==> src/rtl/approx_mult_pkg.sv <==
// Shared types and constants for the sequential approximate 8x8 multiplier.
// Contents: FSM state enum, level width, per-quadrant shift table, level mask helper.
package approx_mult_pkg;

  localparam int unsigned LVL_W  = 2;
  localparam int unsigned NIB_W  = 4;
  localparam int unsigned OPND_W = 8;
  localparam int unsigned PROD_W = 16;

  typedef enum logic [2:0] {
    IDLE = 3'd0,
    Q0   = 3'd1,
    Q1   = 3'd2,
    Q2   = 3'd3,
    Q3   = 3'd4,
    DONE = 3'd5
  } state_t;

  // Left shift applied to each quadrant's sub-product, indexed by quadrant 0..3.
  localparam logic [3:0] QUAD_SHIFT [4] = '{4'd0, 4'd4, 4'd4, 4'd8};

  // Mask that clears the k least-significant bits of an 8-bit sub-product.
  function automatic logic [7:0] level_mask(input logic [LVL_W-1:0] k);
    return 8'hFF << k;
  endfunction

endpackage

==> src/rtl/lm4x4_lvl.sv <==
// Combinational 4x4 multiplier with selectable accuracy level.
// Ports: a[3:0], b[3:0] nibble operands; lvl[1:0] number of product LSBs
//        forced to zero (0 = exact); p[7:0] resulting sub-product.
module lm4x4_lvl
  import approx_mult_pkg::*;
(
  input  logic [NIB_W-1:0] a,
  input  logic [NIB_W-1:0] b,
  input  logic [LVL_W-1:0] lvl,
  output logic [7:0]       p
);

  assign p = (8'(a) * 8'(b)) & level_mask(lvl);

endmodule

==> src/rtl/approx_mult_seq_ctrl.sv <==
// Sequential controller for a configurable-accuracy 8x8 multiply built on one
// shared 4x4 multiplier. Operands are accepted over valid/ready, the four
// nibble partial products are issued in states Q0..Q3 and shift-accumulated,
// and the 16-bit product is offered over valid/ready.
// Ports: clk, rst (async active-high); in_valid/in_ready, a, b, cfg_level
//        (operand side); out_valid/out_ready, r (result side); busy (not IDLE).
// Optional: APPROX_MULT_PERF_CNT_EN adds op_cnt and approx_cnt outputs.
module approx_mult_seq_ctrl
  import approx_mult_pkg::*;
#(
  parameter logic [7:0] CFG_RST   = 8'h00,
  parameter bit         SKIP_ZERO = 1'b1
) (
  input  logic              clk,
  input  logic              rst,
  input  logic              in_valid,
  output logic              in_ready,
  input  logic [OPND_W-1:0] a,
  input  logic [OPND_W-1:0] b,
  input  logic [7:0]        cfg_level,
  output logic              out_valid,
  input  logic              out_ready,
  output logic [PROD_W-1:0] r,
  output logic              busy
`ifdef APPROX_MULT_PERF_CNT_EN
  ,
  output logic [15:0]       op_cnt,
  output logic [15:0]       approx_cnt
`endif
);

  state_t              state, state_nxt;
  logic [OPND_W-1:0]   a_q, b_q;
  logic [7:0]          lvl_q;
  logic [PROD_W-1:0]   acc;
  logic [1:0]          quad;
  logic                quad_en;
  logic                accept;
  logic                zero_op;
  logic [NIB_W-1:0]    nib_a, nib_b;
  logic [LVL_W-1:0]    lvl_sel;
  logic [7:0]          sub;
  logic [PROD_W-1:0]   addend;

  assign accept  = in_valid && in_ready;
  assign zero_op = SKIP_ZERO && ((a == 8'd0) || (b == 8'd0));

  // Next-state and quadrant selection.
  always_comb begin
    state_nxt = state;
    quad      = 2'd0;
    quad_en   = 1'b0;
    case (state)
      IDLE: if (accept) state_nxt = zero_op ? DONE : Q0;
      Q0: begin quad = 2'd0; quad_en = 1'b1; state_nxt = Q1;   end
      Q1: begin quad = 2'd1; quad_en = 1'b1; state_nxt = Q2;   end
      Q2: begin quad = 2'd2; quad_en = 1'b1; state_nxt = Q3;   end
      Q3: begin quad = 2'd3; quad_en = 1'b1; state_nxt = DONE; end
      DONE: if (out_valid && out_ready) state_nxt = IDLE;
      default: state_nxt = IDLE;
    endcase
  end

  // Nibble mux: quad[1] picks the high nibble of a, quad[0] the high nibble of b.
  assign nib_a   = quad[1] ? a_q[7:4] : a_q[3:0];
  assign nib_b   = quad[0] ? b_q[7:4] : b_q[3:0];
  assign lvl_sel = lvl_q[{quad, 1'b0} +: LVL_W];

  lm4x4_lvl u_mul (
    .a   (nib_a),
    .b   (nib_b),
    .lvl (lvl_sel),
    .p   (sub)
  );

  assign addend = PROD_W'(sub) << QUAD_SHIFT[quad];

  // State, operand capture, accumulator and result handshake registers.
  always_ff @(posedge clk or posedge rst) begin
    if (rst) begin
      state     <= IDLE;
      in_ready  <= 1'b1;
      busy      <= 1'b0;
      out_valid <= 1'b0;
      r         <= '0;
      acc       <= '0;
      a_q       <= '0;
      b_q       <= '0;
      lvl_q     <= CFG_RST;
    end else begin
      state    <= state_nxt;
      in_ready <= (state_nxt == IDLE);
      busy     <= (state_nxt != IDLE);
      if (accept) begin
        a_q   <= a;
        b_q   <= b;
        lvl_q <= cfg_level;
        acc   <= '0;
      end else if (quad_en) begin
        acc <= acc + addend;
      end
      // r is loaded from the settled accumulator on the first DONE cycle.
      if ((state == DONE) && !out_valid) begin
        out_valid <= 1'b1;
        r         <= acc;
      end else if (out_valid && out_ready) begin
        out_valid <= 1'b0;
      end
    end
  end

`ifdef APPROX_MULT_PERF_CNT_EN
  // Completed-handshake counters; both wrap naturally at 16 bits.
  always_ff @(posedge clk or posedge rst) begin
    if (rst) begin
      op_cnt     <= '0;
      approx_cnt <= '0;
    end else if (out_valid && out_ready) begin
      op_cnt <= op_cnt + 16'd1;
      if (lvl_q != 8'd0) approx_cnt <= approx_cnt + 16'd1;
    end
  end
`endif

endmodule
==> config.mk <==
export PLATFORM = sky130hd
export DESIGN_NAME = approx_mult_seq_ctrl
export DESIGN_NICKNAME = d
export VERILOG_FILES = /design/src/rtl/approx_mult_pkg.sv /design/src/rtl/lm4x4_lvl.sv /design/src/rtl/approx_mult_seq_ctrl.sv
export SDC_FILE = /design/constraint.sdc
export NUM_CORES = 1
export LEC_CHECK = 0
export ABC_CLOCK_PERIOD_IN_PS = 5700
export BUFFER_PORTS_ARGS = -buffer_cell sky130_fd_sc_hd__buf_2
export CAP_MARGIN = 20
export CORE_UTILIZATION = 53
export DETAILED_ROUTE_END_ITERATION = 8
export GPL_TIMING_DRIVEN = 0
export PLACE_DENSITY = 0.73
export SYNTH_ARGS = -nofsm -noshare
export SYNTH_HDL_FRONTEND = slang
export SYNTH_SLANG_ARGS = --single-unit
==> constraint.sdc <==
create_clock -name clk -period 5.7 [get_ports clk]
set_input_delay 0.285 -clock clk [delete_from_list [all_inputs] [get_ports clk]]
set_output_delay 0.285 -clock clk [all_outputs]
set_load 0.05 [all_outputs]
After elaboration in Yosys (flattened, before gate mapping)
Cells that the tools add are included.
- $add $sub $neg: 1
- $mul: 1
- magnitude comparators: 1
- equality and inequality tests: 5
- shift operators: 3
- mux-type cells: 15
- bitwise gates (word level): 2
- reductions and logical operators: 13
- operators by type and width (cell ; number):
    $mux W16 ; 2
    $pmux W3 S6 ; 1
    $add A16 B16 Y16 ; 1
    $logic_not A8 Y1 ; 2
    $mux W4 ; 4
    $shl A8 B4 Y16 ; 1
    $mux W3 ; 3
    $and A8 B8 Y8 ; 1
    $bmux W4 S2 ; 1
    $mul A4 B4 Y8 ; 1
    $shiftx A8 B4 Y2 ; 1
    $shl A8 B2 Y8 const A ; 1
    $eq A3 B2 Y1 const B ; 2
    $eq A3 B3 Y1 const B ; 2
    $logic_not A3 Y1 ; 2
    $pmux W2 S3 ; 1
    $reduce_bool A2 Y1 ; 2
    $reduce_or A4 Y1 ; 1
    $eq A3 B1 Y1 const B ; 1
    $ge A3 B3 Y1 const B ; 1
    $logic_and A1 B1 Y1 ; 3
    $mux W1 ; 3
    $not A2 Y3 ; 1
    $reduce_bool A3 Y1 ; 1
    2 further kinds ; 2
- flip-flop bits (word level): 62
- input port bits: 28
- output and inout bits: 19
- logic and storage cells: 50

Depth between registers and ports, before layout
Gate-level depths: netlist (run 1).
- depth in word-level cells: 10
- mapped depth: 25
- mapped depth without buffers: 23

Hierarchy
Synthesis (run 1) repeated with hierarchy kept, for this count alone.
- cell total of the unflattened synthesis: 385
- area, all modules: 4052.6 um^2
- by module, submodules not included (module ; instances ; cells an instance ; area each (um^2) ; sequential area each (um^2)):
    approx_mult_seq_ctrl ; 1 ; 331 ; 3588.4 ; 1552.7
    lm4x4_lvl ; 1 ; 54 ; 464.2 ; 0.0

Least setup slack after synthesis (run 1)
No wires, ideal clock.
- kind: register to register
- start point: register state[1]
- end point: register acc[12]
- setup time: 88 ps
- arrival time: 5198 ps
- required time: 5612 ps
- setup slack: 414 ps
- cell stages (with the launch flop): 25
- path buffers: 2
- period minus slack after synthesis: 5286 ps
- cell sequence: dfrtp_1 -> buf_2 -> buf_2 -> inv_1 -> a21boi_2 -> mux2i_1 -> or2_2 -> fa_1 -> inv_1 -> fa_1 -> ha_1 -> a21oi_1 -> nor2_1 -> o31a_1 -> or2_2 -> mux2_2 -> nor2_1 -> ha_1 -> a21o_1 -> a21oi_1 -> o21bai_1 -> a2111oi_0 -> nor2_1 -> nand3_1 -> nor3b_1
- word-level cells in the longest chain between the ends: 10
- elaborated cells between the ends (all ways): 22
- those cells by class: add/sub: 1; mul: 1; eq/ne: 4; shift: 3; mux: 9; bitwise: 2; reduce/logical: 2
- ends and longest elaborated chain (item ; line ; source):
    from (decl) ; approx_mult_seq_ctrl.sv:32 ; state_t state, state_nxt;
    from (signal assigned) ; approx_mult_seq_ctrl.sv:91 ; state <= state_nxt;
    branches (longest 10 deep; another with $add A16 B16 Y16) ; - ;
    to (signal assigned) ; approx_mult_seq_ctrl.sv:100 ; acc <= acc + addend;
    to (decl) ; approx_mult_seq_ctrl.sv:35 ; logic [PROD_W-1:0] acc;
Several ways; the timed one is not identified. The select of a mux whose other input is x is not followed.
A chain may end at the register's enable or synchronous reset.

Worst setup path in the final report (run 1)
- start point: register state[2]
- end point: register acc[13]
Same word-level chain as after synthesis.

==> flow_metrics.py, run 1 <==
metrics = {
    "layout": {
        "stdcell_count": 608,
        "nets": 568,
        "syn_to_final_growth_pct": 19.4,
        "fillCellCount": 579,
        "diodes": 0,
        "drive_gt1_frac": 0.252,
    },
    "sta": {
        "setup_viol": 0,
        "fin_skew_ns": 0.00885,
        "max_freq_ghz": 0.180,
        "hold_viol": 0,
        "max_slew_margin": 0.548,
        "slew_violations": 0,
        "finalCritPeriodShare": 0.976,
        "period_needed_ns": 5.57,
        "tightest_slew_ns": 0.676,
    },
    "worst_setup_path": {
        "cp_max_fo": 7,
        "start_kind": "register",
        "rr_endpoint": "acc[13]$_DFFE_PP0P_",
        "worstRegToRegCells": 23,
        "cpPeakStageDelay_ns": 0.50,
        "cpMaxStageDelayCell": "fa_1",
        "reg2reg_from": "state[2]$_DFF_PP0_",
        "end_kind": "register",
        "cp.arrival_ns": 5.78,
        "critPathRequiredTime_ns": 5.91,
        "path_cells": "and2b_2 -> a21boi_4 -> mux2i_4 -> or2_2 -> fa_1 -> inv_1 -> fa_1 -> ha_1 -> a21oi_2 -> nor2_1 -> o31a_1 -> or2_2 -> mux2_2 -> nor2_2 -> ha_1 -> buf_4 -> and3_1 -> o21ai_1 -> nand2b_1 -> o21ai_2 -> o21ai_1 -> xnor2_1 -> a21oi_1",
        "reg2reg_slack_ns": 0.13,
        "criticalPathCategory": "reg2reg",
    },
    "detailed_routing": {
        "firstDrtPassIters": 4,
        "wire_per_inst_um": 15.1,
        "vias_per_cell": 5.45,
        "drtAntennaViolNets": 0,
        "routed_wl_um": 9170,
        "vias": 3316,
        "drc": 0,
        "drt_iter0_drc": 202,
    },
    "synth": {
        "synth_xor_area_frac": 0.0380,
        "async_flop_share": 1.00,
        "synthMuxAreaShare": 0.0777,
        "synth_cell_type_count": 52,
        "synth_top_family_by_area": "simple AND/OR/NAND/NOR gates",
        "synth.avg_cell_area_um2": 8.98,
        "syn-cell-area_um2": 3910,
        "synth_cells": 436,
        "synth_seq_cells": 62,
        "synth_edf_count": 0,
        "synthSimpleGateAreaFrac": 0.216,
        "ys.flop_type": "dfrtp_1",
        "synthAdderAreaFrac": 0.115,
        "yosysWarnings": 0,
        "syn-num-nets": 497,
        "synth_compound_area_frac": 0.122,
        "seq_area_frac_synth": 0.397,
    },
    "clock_tree": {
        "clock_path_buffers": 2,
        "clockRootBuffer": "clkbuf_8",
        "postCtsHoldBufs": 0,
        "cts_buffers": 9,
        "cts_tree": "yes",
        "clkTransAtPathRegs_ns": 0.07,
        "clock_latency_ns": 0.35,
        "cts.sinks": 62,
        "cts_htree_levels": 3,
    },
    "die": {
        "rows": 30,
        "die_h_um": 87.9,
        "dieArea_um2": 7730,
        "core_area_um2": 6940,
        "start_util": 0.564,
        "die_w_um": 87.9,
        "io_pins": 47,
    },
    "grt": {
        "grt_pass1_vias": 3140,
        "antenna_found_initial": 0,
        "gr-total-overflow": 0,
        "grt_max_degree": 34,
        "grt_usage": 0.251,
        "grt_pass1_wl_um": 14700,
    },
    "placement": {
        "place_inst": 579,
        "portBuffers": 46,
        "gp_congestion": 0.892,
        "dp_hpwl_um": 6770,
    },
    "worst_hold_path": {
        "min_path_type": "in2async",
    },
    "status": {
        "outcome": "finished clean",
    },
    "flow_run": {
        "max_cap_violations": 0,
    },
}
-- cell type report --
type,instances,area (µm²),share of cell area
multi-input cells,341,2330,0.498
clock inverters,5,25.0,0.00536
repair buffers,60,348,0.0745
flip-flops and latches,62,1550,0.333
clock buffers,11,141,0.0303
inverters,16,60.1,0.0129
well taps,96,120,0.0257
plain buffers,17,97.6,0.0209
-- registers in the layout, indices dropped and copies added (netlist names) --
| name | cells |
|---|---|
| acc | 16 |
| r | 16 |
| a_q | 8 |
| b_q | 8 |
| lvl_q | 8 |
| state | 3 |
| busy | 1 |
| in_ready | 1 |
| out_valid | 1 |
-- cells in the mapped netlist, drive strengths merged (4+ instances only) --
library cell,number,share of area
buf,6,0.0086
a21oi,24,0.031
nand2,96,0.092
o21ai,19,0.024
or2,5,0.0080
nand3,9,0.012
fa,5,0.026
dfrtp,61,0.39
xor2,7,0.016
mux2,19,0.055
a21o,8,0.015
inv,16,0.015
nor3,9,0.012
clkbuf,11,0.011
xnor2,10,0.022
nor4,5,0.0080
ha,28,0.090
o22ai,4,0.0064
nor2b,6,0.0096
nor2,37,0.037
mux2i,9,0.023
-- stage by stage --
stage                     utilization  setup slack, ns  hold slack, ns  instance area [µm²]  setup TNS, ns
after detailed placement        0.617           -0.338           0.416                 4280          -1.39
after global placement          0.614           -0.252           0.457                 4260          -1.03
after floorplan                     -            0.414           0.390                 3910              0
after CTS                       0.650           0.0141          0.0407                 4510              0
after global routing            0.673          -0.0848          0.0679                 4670         -0.274
final                           0.673            0.135          0.0148                 4670              0
-- worst max-delay path: cells and delay by family, from the launching register on --
kind                       cells  cell delay (ns)
xor gates and xnor gates       1             0.16
AOI/OAI and AO/OA              7             1.27
DFF                            1             0.46
muxes                          2             0.38
adders and majority gates      4             1.58
and+or+nand+nor                7             1.33
buffers and inverters          2             0.22
-- worst max path at each step --
stage	end	from	slack (ns)
2_1_floorplan	acc[12]$_DFFE_PP0P_	state[1]$_DFF_PP0_	0.41
3_3_place_gp	acc[13]$_DFFE_PP0P_	state[1]$_DFF_PP0_	-0.25
3_5_place_dp	acc[13]$_DFFE_PP0P_	state[1]$_DFF_PP0_	-0.34
4_1_cts	acc[12]$_DFFE_PP0P_	state[1]$_DFF_PP0_	0.01
5_1_grt	acc[13]$_DFFE_PP0P_	state[2]$_DFF_PP0_	-0.08
6_report	acc[13]$_DFFE_PP0P_	state[2]$_DFF_PP0_	0.13
-- what timing repair did --
item | CTS | global route
buffers inserted | 3 | 10
pin swaps | 2 | 14
setup endpoints to repair | 7 | 7
gates cloned | 0 | 0
gates resized for setup | 10 | 26
-- cell usage in the layout, fill, tap and decap left out, types with 5 or more instances in the layout --
cell,count
a21oi_1,20
nor2b_1,6
o21ai_0,10
mux2i_1,6
o21ai_1,8
fa_1,5
nor3_1,7
nand2_1,96
xnor2_1,9
clkbuf_8,10
nor4_1,5
xor2_1,7
nor2_1,35
nand3_1,9
mux2_2,19
a21o_1,8
ha_1,28
clkinv_2,5
inv_1,15
buf_4,15
clkbuf_1,12
buf_2,46
dfrtp_1,60
-- routing by layer --
metal | wire (µm) | GRT usage
met4 | 150 | 0.0760
met5 | 0 | 0
met2 | 4290 | 0.401
met3 | 377 | 0.0547
met1 | 4350 | 0.341
-- kinds of logic after synthesis --
logic type / after synthesis
AO/OA/AOI/OAI: 77
XOR/XNOR: 17
adder cells (fa/ha/maj): 33
buffers and inverters: 33
flip-flops: 62
multiplexers: 28
AND/OR/NAND/NOR: 186
Power of run 1 is not shown: default switching activity piles up to over one toggle a cycle in this logic, so the estimate is an artifact.
==> run 2: changes to the inputs <==
Settings changed: ABC_CLOCK_PERIOD_IN_PS 5700 to 4900, HOLD_SLACK_MARGIN set to 0.15.
Clock period 5.7 ns to 4.9 ns, I/O delays scaled along.
==> run 2 against run 1 <==
The flow now finishes with violations (setup timing). Non-clock buffer count increased by 29. Routed wire length increased by 12%. Fmax increased by 3.5%. Final cell count increased by 4.8%. Worst setup slack got worse by 0.61 ns. Design area increased by 11%. Utilization increased by 7.7 points. Die area unchanged. Via count increased by 7.1%. Global-route usage increased by 2.1 points. Critical path type unchanged. Highest routed layer unchanged.
==> flow_metrics.py, run 2 (synthesis gave the netlist of run 1 again) <==
metrics = {
    "sta": {
        "period_needed_ns": 5.38,
        "slew_violations": 0,
        "fin_skew_ns": 0.00739,
        "worst_slack_ns": -0.476,
        "max_freq_ghz": 0.186,
        "hold_viol": 0,
        "setup_viol": 8,
        "grt_setup_unrepaired": "yes",
        "finalCritPeriodShare": 1.10,
        "tightest_slew_ns": 0.682,
        "holdWs_ns": 0.195,
        "finalSetupTns_ns": -3.37,
        "max_slew_margin": 0.544,
    },
    "layout": {
        "reg_top3": "acc x16, r x16",
        "syn_to_final_growth_pct": 33.0,
        "fillCellCount": 483,
        "drive_gt1_frac": 0.301,
        "final_common_cell": "nand2_1",
        "layout_common_cells": "nand2_1, dfrtp_1, buf_2",
        "nets": 597,
        "diodes": 0,
    },
    "grt": {
        "grt_pass1_wl_um": 15700,
        "gr-total-overflow": 0,
        "antenna_found_initial": 0,
        "grt_pass1_vias": 3282,
        "grt_usage": 0.271,
        "grt_max_degree": 35,
    },
    "clock_tree": {
        "cts_buffers": 9,
        "cts_htree_levels": 3,
        "clock_latency_ns": 0.35,
        "cts.sinks": 62,
        "cts_tree": "yes",
        "clockRootBuffer": "clkbuf_8",
        "clock_path_buffers": 2,
        "clkTransAtPathRegs_ns": 0.07,
    },
    "detailed_routing": {
        "wire_per_inst_um": 16.1,
        "routed_wl_um": 10300,
        "drc": 0,
        "vias": 3552,
        "vias_per_cell": 5.58,
        "firstDrtPassIters": 4,
        "drt_iter0_drc": 208,
        "drtAntennaViolNets": 0,
    },
    "placement": {
        "gp_congestion": 0.919,
        "portBuffers": 46,
        "dp_hpwl_um": 6750,
    },
    "status": {
        "violations": "setup timing",
        "outcome": "complete, but fails checks",
    },
    "worst_setup_path": {
        "criticalPathCategory": "reg2reg",
        "cp_max_fo": 6,
        "cp.arrival_ns": 5.64,
        "end_kind": "register",
        "start_kind": "register",
        "critPathRequiredTime_ns": 5.16,
    },
    "die": {
        "die_h_um": 87.9,
        "start_util": 0.564,
        "die_w_um": 87.9,
        "io_pins": 47,
        "core_area_um2": 6940,
        "dieArea_um2": 7730,
        "rows": 30,
    },
    "flow_run": {
        "max_cap_violations": 0,
    },
    "worst_hold_path": {
        "min_path_type": "in2reg",
    },
}
run 2: repair_timing:
item | 4_1_cts | 5_1_grt
gates resized for setup | 17 | 39
gates cloned | 0 | 0
setup endpoints to repair | 10 | 11
endpoints found under the hold margin | 52 | 0
hold buffers | 25 | 0
pin swaps | 9 | 22
setup buffers | 12 | 6
run 2: area by class of cell:
| class | instances | area, µm² | share of cell area |
|---|---|---|---|
| clock buffers | 12 | 155 | 0.0298 |
| plain buffers | 17 | 90.1 | 0.0173 |
| well taps | 96 | 120 | 0.0231 |
| clock inverters | 4 | 45.0 | 0.00866 |
| repair buffers | 89 | 648 | 0.125 |
| multi-input cells | 341 | 2530 | 0.486 |
| inverters | 16 | 60.1 | 0.0115 |
| flip-flops and latches | 62 | 1550 | 0.299 |
run 2: layer usage:
layer | vias to the layer above | GRT usage | part of all wire
met2 | 93 | 0.409 | 0.47
met4 | 0 | 0.136 | 0.027
met3 | 27 | 0.0594 | 0.038
met5 | - | 0 | 0
met1 | 1727 | 0.370 | 0.46
li1 | 1705 | - | -
run 2: critical path, cell delays in order (launching register included):
cell and delay [ns]:
dfrtp_2 0.46, nand3b_1 0.21, a21boi_4 0.16, buf_12 0.15
mux2i_4 0.20, or2_4 0.24, fa_1 0.53, inv_2 0.04
fa_1 0.48, ha_1 0.30, a21oi_2 0.17, nor2_2 0.06
o31a_1 0.26, or2_4 0.26, mux2_4 0.28, nor2_4 0.10
ha_4 0.21, buf_6 0.13, and3_4 0.14, o21ai_2 0.12
nand2b_1 0.12, o2111ai_2 0.23, and4_1 0.27, o21ai_1 0.07
o31ai_1 0.07
run 2: stage by stage:
| stage | area [µm²] | std cells | utilization | setup slack [ns] |
|---|---|---|---|---|
| floorplan | 3980 | 436 | - | -0.0233 |
| global placement | 4330 | 578 | 0.624 | -0.618 |
| detailed placement | 4350 | 579 | 0.627 | -0.667 |
| CTS | 4970 | 632 | 0.716 | -0.443 |
| global route | 5200 | 637 | 0.749 | -0.708 |
| finish | 5200 | 637 | 0.749 | -0.476 |
run 2: path summary, 6_finish.rpt:
| path | start | to | slack (ns) | cells past startpoint |
|---|---|---|---|---|
| worst max-delay path | state[2]$_DFF_PP0_ | acc[15]$_DFFE_PP0P_ | -0.48 | 24 |
| worst min-delay path | out_ready | out_valid$_DFFE_PP0P_ | 0.19 | 3 |
| worst max register to register | state[2]$_DFF_PP0_ | acc[15]$_DFFE_PP0P_ | -0.48 | 24 |
| worst min register to register | lvl_q[2]$_DFFE_PP0P_ | lvl_q[2]$_DFFE_PP0P_ | 0.48 | 2 |
| max in group asynchronous | rst | in_ready$_DFF_PP1_ | 3.71 | 4 |
| min in group asynchronous | rst | r[1]$_DFFE_PP0P_ | 0.51 | 3 |
Power of run 2 is left out for the same reason.
==> run 3: changes to the inputs <==
Settings changed: CORE_ASPECT_RATIO set to 1.1, MAX_ROUTING_LAYER set to met4.
==> run 3 against run 2 <==
The run ends with DRC, setup timing left. Final cell count down 0.94%. Clock-buffer cell count down 1. Critical path depth down 2. Critical endpoint is now acc[11]$_DFFE_PP0P_. Fmax up 1.4%. Largest cell class unchanged.
==> flow_metrics.py, run 3 (synthesis gave the netlist of run 1 again) <==
metrics = {
    "status": {
        "outcome": "complete, but fails checks",
        "violations": "DRC, setup timing",
    },
    "detailed_routing": {
        "firstDrtPassIters": 7,
        "drt_iter0_drc": 248,
        "wire_per_inst_um": 16.6,
        "vias": 3555,
        "drtAntennaViolNets": 0,
        "drc": 6,
        "routed_wl_um": 10500,
        "vias_per_cell": 5.63,
    },
    "grt": {
        "antenna_found_initial": 0,
        "grt_pass1_vias": 3559,
        "grt_pass1_wl_um": 17400,
        "gr-total-overflow": 0,
        "grt_usage": 0.295,
        "grt_max_degree": 42,
    },
    "layout": {
        "final_common_cell": "nand2_1",
        "nets": 602,
        "drive_gt1_frac": 0.302,
        "layout_common_cells": "nand2_1, dfrtp_1, buf_2",
        "syn_to_final_growth_pct": 32.4,
        "stdcell_count": 631,
        "diodes": 0,
        "reg_top3": "acc x16, r x16",
    },
    "die": {
        "die_h_um": 92.1,
        "die_w_um": 83.9,
        "rows": 32,
        "io_pins": 47,
        "start_util": 0.552,
        "dieArea_um2": 7730,
        "core_area_um2": 7090,
    },
    "worst_setup_path": {
        "cp_max_fo": 6,
        "critPathRequiredTime_ns": 5.10,
        "end_kind": "register",
        "cp.arrival_ns": 5.51,
        "start_kind": "register",
        "criticalPathCategory": "reg2reg",
        "reg2reg_from": "state[2]$_DFF_PP0_",
        "worstRegToRegCells": 22,
        "rr_endpoint": "acc[11]$_DFFE_PP0P_",
        "reg2reg_slack_ns": -0.40,
    },
    "sta": {
        "finalCritPeriodShare": 1.08,
        "holdWs_ns": 0.190,
        "max_slew_margin": 0.542,
        "finalSetupTns_ns": -2.32,
        "tightest_slew_ns": 0.684,
        "grt_setup_unrepaired": "yes",
        "hold_viol": 0,
        "max_freq_ghz": 0.189,
        "period_needed_ns": 5.30,
        "fin_skew_ns": 0.0125,
        "worst_slack_ns": -0.403,
        "slew_violations": 0,
        "setup_viol": 8,
    },
    "clock_tree": {
        "cts_tree": "yes",
        "cts_buffers": 9,
        "clkTransAtPathRegs_ns": 0.07,
        "cts_htree_levels": 3,
        "clockRootBuffer": "clkbuf_8",
        "clock_latency_ns": 0.34,
        "clock_path_buffers": 2,
        "cts.sinks": 62,
    },
    "flow_run": {
        "max_cap_violations": 0,
    },
    "worst_hold_path": {
        "hp-start": "out_ready",
        "hold_depth": 3,
        "min_path_type": "in2reg",
        "hold_end": "out_valid$_DFFE_PP0P_",
    },
    "placement": {
        "post-place-ws_ns": -0.698,
        "portBuffers": 46,
        "place_inst": 568,
        "dp_hpwl_um": 6880,
        "gp_congestion": 0.870,
    },
}
run 3: changes by cell type in the layout (fill, tap and decap cells not counted), sizes merged:
| cell | delta |
|---|---|
| clkinv | +1 |
| clkbuf | -1 |
| buf | +5 |
run 3: area by class of cell:
cell class | count | area, µm²
clock buffer | 11 | 131
inverter | 16 | 60.1
clock inverter | 5 | 50.0
timing repair buffer | 94 | 678
fill | 508 | 1900
tap | 85 | 106
buffer | 17 | 90.1
multi-input combinational | 341 | 2510
sequential | 62 | 1550
run 3: worst max-delay path by stage:
stage | end | slack [ns] | from
floorplan | acc[12]$_DFFE_PP0P_ | -0.02 | state[0]$_DFF_PP0_
global placement | acc[12]$_DFFE_PP0P_ | -0.59 | state[0]$_DFF_PP0_
detailed placement | acc[14]$_DFFE_PP0P_ | -0.70 | state[0]$_DFF_PP0_
CTS | acc[12]$_DFFE_PP0P_ | -0.42 | state[2]$_DFF_PP0_
global route | acc[15]$_DFFE_PP0P_ | -0.56 | state[1]$_DFF_PP0_
finish | acc[11]$_DFFE_PP0P_ | -0.40 | state[2]$_DFF_PP0_
run 3: critical path, stage by stage, from the launching register on:
cell	delay, ns
dfrtp_2	0.45
and2b_2	0.25
a21boi_4	0.31
mux2i_4	0.11
or2_4	0.26
fa_1	0.49
inv_2	0.04
fa_2	0.57
ha_4	0.21
a21oi_4	0.14
nor2_2	0.06
o31a_1	0.27
or2_4	0.27
mux2_4	0.28
nor2_4	0.11
ha_4	0.22
a21o_1	0.20
o21ai_1	0.14
nand2b_1	0.13
o21ai_2	0.26
a21boi_1	0.12
xnor2_1	0.17
a21oi_1	0.08
run 3: routing by layer:
layer  vias to the layer above  part of all wire  global-route usage
met5                         -                 0                   -
met4                         0             0.020               0.102
met2                       110              0.48               0.473
li1                       1707                 -                   -
met1                      1718              0.45               0.378
met3                        20             0.044              0.0522
run 3: timing repair:
action / 4_1_cts / 5_1_grt
setup endpoints to repair: 10 / 11
resized for setup: 28 / 22
pin swaps: 16 / 13
hold buffers: 25 / 0
buffers inserted: 20 / 6
endpoints found under the hold margin: 45 / 0
run 3: per-stage QoR:
step | area [µm²] | utilization
2_1_floorplan | 3980 | -
4_1_cts | 5040 | 0.712
3_5_place_dp | 4340 | 0.612
5_1_grt | 5180 | 0.731
3_3_place_gp | 4320 | 0.610
6_report | 5180 | 0.731
Power of run 3 is left out for the same reason.
